--- src/rtl/pipe_ctrl.sv ---
// Stall/flush sequencer for the 5-stage pipeline: drives register write enables and bubble controls.
// Optional performance counters are built only when PERF_CNT_EN is defined.
module pipe_ctrl #(
  parameter int MEM_TIMEOUT = 15,
  parameter int TO_W        = 4
) (
  input  logic        clk,
  input  logic        reset,
  input  logic        ldUseHaz,
  input  logic        branchTaken,
  input  logic        memReq,
  input  logic        memReady,
  input  logic        mdStart,
  input  logic        mdDone,
  output logic        PCwrite,
  output logic        IF_IDwrite,
  output logic        ID_EXwrite,
  output logic        EX_MEMwrite,
  output logic        IF_IDflush,
  output logic        ID_EXflush,
  output logic        EX_MEMflush,
  output logic [1:0]  state,
  output logic        memErr,
  output logic [31:0] stallCnt,
  output logic [31:0] flushCnt
);

  localparam logic [1:0] ST_RUN     = 2'd0;
  localparam logic [1:0] ST_MEMWAIT = 2'd1;
  localparam logic [1:0] ST_MDWAIT  = 2'd2;
  localparam logic [1:0] ST_HALT    = 2'd3;

  // Control bundle: {PC, IF/ID, ID/EX, EX/MEM write, IF/ID, ID/EX, EX/MEM flush}
  localparam logic [6:0] CTL_RUN    = 7'b1111_000;
  localparam logic [6:0] CTL_FREEZE = 7'b0000_000;
  localparam logic [6:0] CTL_MD     = 7'b0001_001;
  localparam logic [6:0] CTL_BR     = 7'b1111_110;
  localparam logic [6:0] CTL_LU     = 7'b0011_010;
  localparam logic [6:0] CTL_RST    = 7'b0000_111;

  localparam logic [TO_W-1:0] TIMEOUT_C = TO_W'(MEM_TIMEOUT);
  localparam logic [TO_W-1:0] ONE_C     = {{(TO_W-1){1'b0}}, 1'b1};

  logic [1:0]      state_r, state_nxt_s;
  logic [TO_W-1:0] wait_cnt_r, wait_nxt_s;
  logic            mem_err_r, err_nxt_s;
  logic [6:0]      ctl_s, ctl_out_s;

  // Branch outranks load-use: the stalled ID instruction is being discarded anyway.
  function automatic logic [6:0] run_ctl(input logic md_start, input logic br, input logic ld_use);
    logic [6:0] c;
    if (md_start) begin
      c = CTL_MD;
    end else if (br) begin
      c = CTL_BR;
    end else if (ld_use) begin
      c = CTL_LU;
    end else begin
      c = CTL_RUN;
    end
    return c;
  endfunction

  // Next-state, wait counter and Mealy control decode
  always_comb begin
    ctl_s       = CTL_RUN;
    state_nxt_s = state_r;
    wait_nxt_s  = wait_cnt_r;
    err_nxt_s   = mem_err_r;
    case (state_r)
      ST_RUN: begin
        if (memReq && !memReady) begin
          ctl_s       = CTL_FREEZE;
          state_nxt_s = ST_MEMWAIT;
          wait_nxt_s  = ONE_C;
        end else begin
          ctl_s       = run_ctl(mdStart, branchTaken, ldUseHaz);
          state_nxt_s = mdStart ? ST_MDWAIT : ST_RUN;
        end
      end
      ST_MEMWAIT: begin
        if (memReady) begin
          ctl_s       = run_ctl(mdStart, branchTaken, ldUseHaz);
          state_nxt_s = mdStart ? ST_MDWAIT : ST_RUN;
          wait_nxt_s  = '0;
        end else if (wait_cnt_r == TIMEOUT_C) begin
          ctl_s       = CTL_FREEZE;
          state_nxt_s = ST_HALT;
          err_nxt_s   = 1'b1;
        end else begin
          ctl_s       = CTL_FREEZE;
          wait_nxt_s  = wait_cnt_r + ONE_C;
        end
      end
      ST_MDWAIT: begin
        if (mdDone) begin
          ctl_s       = CTL_RUN;
          state_nxt_s = ST_RUN;
        end else begin
          ctl_s       = CTL_MD;
        end
      end
      ST_HALT: begin
        ctl_s = CTL_FREEZE;
      end
      default: begin
        ctl_s       = CTL_FREEZE;
        state_nxt_s = ST_RUN;
      end
    endcase
  end

  // While reset is held the pipeline is filled with bubbles
  always_comb begin
    if (reset) begin
      ctl_out_s = CTL_RST;
    end else begin
      ctl_out_s = ctl_s;
    end
  end

  // Sequencer state registers
  always_ff @(posedge clk or posedge reset) begin
    if (reset) begin
      state_r    <= ST_RUN;
      wait_cnt_r <= '0;
      mem_err_r  <= 1'b0;
    end else begin
      state_r    <= state_nxt_s;
      wait_cnt_r <= wait_nxt_s;
      mem_err_r  <= err_nxt_s;
    end
  end

  assign {PCwrite, IF_IDwrite, ID_EXwrite, EX_MEMwrite,
          IF_IDflush, ID_EXflush, EX_MEMflush} = ctl_out_s;
  assign state  = state_r;
  assign memErr = mem_err_r;

`ifdef PERF_CNT_EN
  logic [31:0] stall_cnt_r, flush_cnt_r;

  // IF/ID flush outside reset only ever comes from a taken branch
  always_ff @(posedge clk or posedge reset) begin
    if (reset) begin
      stall_cnt_r <= 32'd0;
      flush_cnt_r <= 32'd0;
    end else begin
      stall_cnt_r <= PCwrite    ? stall_cnt_r : stall_cnt_r + 32'd1;
      flush_cnt_r <= IF_IDflush ? flush_cnt_r + 32'd1 : flush_cnt_r;
    end
  end

  assign stallCnt = stall_cnt_r;
  assign flushCnt = flush_cnt_r;
`else
  assign stallCnt = 32'd0;
  assign flushCnt = 32'd0;
`endif

endmodule

--- config.mk ---
export PLATFORM = sky130hd
export DESIGN_NAME = pipe_ctrl
export DESIGN_NICKNAME = d
export VERILOG_FILES = /design/src/rtl/pipe_ctrl.sv
export SDC_FILE = /design/constraint.sdc
export NUM_CORES = 1
export LEC_CHECK = 0
export ABC_AREA = 0
export CAP_MARGIN = 20
export CORE_MARGIN = 4
export CORE_UTILIZATION = 55
export CTS_CLUSTER_SIZE = 20
export DETAILED_ROUTE_END_ITERATION = 10
export DONT_BUFFER_PORTS = 1
export PLACE_DENSITY = 0.7
export SLEW_MARGIN = 25
export SYNTH_ARGS = -nofsm -noshare
export SYNTH_HDL_FRONTEND = slang
export SYNTH_SLANG_ARGS = --single-unit
--- constraint.sdc ---
create_clock -name clk -period 3.5 [get_ports clk]
set_input_delay 0.875 -clock clk [delete_from_list [all_inputs] [get_ports clk]]
set_output_delay 0.875 -clock clk [all_outputs]
set_load 0.005 [all_outputs]
==> reports/qor.csv <==
metric;value;unit
status;completed;
Finished Layout Cells;171;
layout cells sized above 1;0.07639;
fin. max-slew vios;0;
number of max-cap violations;0;
Overall Power;0.5304;mW
met2 wire length;866;µm
global-route wire length before repair;2.387;mm
synth cell count leaders;66 x buf_4, 9 x nand2_1;
Synth area leader;buf_4;
Buffers on Ports;0;
Pre-antenna DRT Iters;4;
CTS tree;built;
Fin. Hold Viols;0;
die footprint;2870;µm²
Chip Width;53.58;µm
NumNets Final;158;
worst slack, placed;0.9655;ns
Placer Congestion;0.7805;
Pleak;0.5045;nW
worst path arrival time;1.85;ns
worst-skew pair later-pin latency;0.25;ns
final clock period utilization by the worst path;0.7785;
most numerous cell in the Yosys netlist;buf_4;
Hold WC Path Type;in -> async;
core box area;1962;µm²
Async S/R FF share, synth;1.000;
ranking of synthesized cells by area;buf_4 43%, dfrtp_1 15%, ha_1 5.5%;
flop-to-flop setup slack;1.72;ns
routed len/inst;10.14;µm
final core occ;0.4783;
Fmax;0.3670;GHz
share of the synthesized area in the top cell type;0.4337;
Chip Height;53.58;µm
post_cts resized;0;
YS warnings;0;
Seq cells post-synth;7;
maximum vdd ir drop;0.3669;mV
placed inst area;912.1;µm²
setup TNS;0;ns
clk root buf;clkbuf_4;
dpl hpwl;1.477;mm
top sig layer;met3;
Bufs on Longest Clock Path;2;
pin count of the biggest net entering global routing;12;
CP cell instances;inv_1 > ha_1 > nand2_1 > o21ai_1 > nand2_1 > a311oi_1;
dpl cells;167;
CP max-delay cell;dfrtp_1;
DR iter-0 viols;18;
Synth cell types;32;
Fin Clk Skew;0.003857;ns
routed length on met3;224;µm
Avg Vias per Cell;4.316;
cts bufs inserted;3;
I/O pin count;82;
Post-synth EDFFs;0;
CP max FO;9;
final WL;1.734;mm
crit end category;primary output;
total gr overflow;0;
final worst slack;0.7754;ns
n_diodes;0;
H-tree depth;1;
Primary FF master, synth;dfrtp_1;
Final setup viols;0;
design area;938.4;µm²
DRT antenna net count;0;
gr usage total;0.1136;
via count;738;
hold buffers post-CTS;0;
type of origin of the critical path;flip-flop;
clock slew at reported path FFs;0.05;ns
PD cells;565.2;nW/µm²
unrepaired setup endpoints after global routing;false;
Worst Path Required;2.62;ns
worst hold margin;0.4866;ns
drt drc;0;
cell mode on critical path;nand2_1;
max incr delay on CP;0.43;ns
register area share after synthesis;0.1533;
Initial Util;0.5823;
site row count;16;
number of global-route vias before repair;482;
Post-CTS Setup Bufs;0;
Syn Area/Cell;7.933;µm²
fin crit period;2.725;ns
initial antenna violation count;0;
Met1 Wirelength;643;µm
Cell Area, Synth;1142;µm²
CTS sink cnt;7;
crit path kind;reg -> out;
Area Growth Syn to Fin;-17.85;%
synthesized instance count;144;
registers in the layout, indices dropped and copies added, names as in the netlist:
| register | flops |
|---|---|
| wait_cnt_r | 4 |
| state | 2 |
| memErr | 1 |
cell families (layout without fill, tap and decap cells):
| logic type | after synthesis | after routing | share of synthesized area |
|---|---|---|---|
| compound gates | 26 | 26 | 0.1534 |
| fa+ha+maj | 5 | 5 | 0.05476 |
| buf+inv | 74 | 11 | 0.4611 |
| flops | 7 | 7 | 0.1533 |
| mux | 2 | 2 | 0.02629 |
| other cells | 1 | 64 | 0.003283 |
| simple gates | 29 | 29 | 0.1479 |
per-layer routing:
metal | global-route usage | up-vias
li1 | - | 349
met1 | 0.1368 | 338
met2 | 0.1816 | 51
met3 | 0.03878 | 0
met4 | 0.05106 | 0
met5 | 0 | -
worst max-delay path, delay by kind of cell, from the launching register on:
family                   cells  cell delay (ns)
AND/OR/NAND/NOR              2             0.20
buffers and inverters        1             0.11
AO/OA/AOI/OAI                2             0.54
flip-flops                   1             0.43
adder cells (fa/ha/maj)      1             0.32
final timing paths:
kind | from | cells after the start | end
min | reset | 1 | wait_cnt_r[0]
min reg2reg | memErr | 1 | memErr
max reg2reg | state[1] | 6 | state[1]
min in group clk | memErr | 1 | memErr
max in group asynchronous | reset | 1 | memErr
max | state[1] | 6 | PCwrite
power by group:
part	switching [mW]	total, mW	internal [mW]
sequential	0.0403	0.145	0.105
clock	0.0298	0.0733	0.0435
combinational	0.177	0.312	0.135
cell usage in the layout, fill, tap and decap left out, drive strengths merged, types with 3 or more instances in the layout:
master | netlist | final
conb | 1 | 64
nand2 | 9 | 9
dfrtp | 7 | 7
o21ai | 9 | 9
clkbuf | 0 | 4
a21oi | 7 | 7
ha | 5 | 5
nor2 | 7 | 7
nand3 | 3 | 3
inv | 7 | 7
layout make-up:
cell class	count	area [µm²]
clock buffer	4	26.28
fill	208	1023
inverter	7	26.28
multi-input combinational	126	676.9
sequential	7	175.2
tap	27	33.78
(Power assumes the default switching activity.)
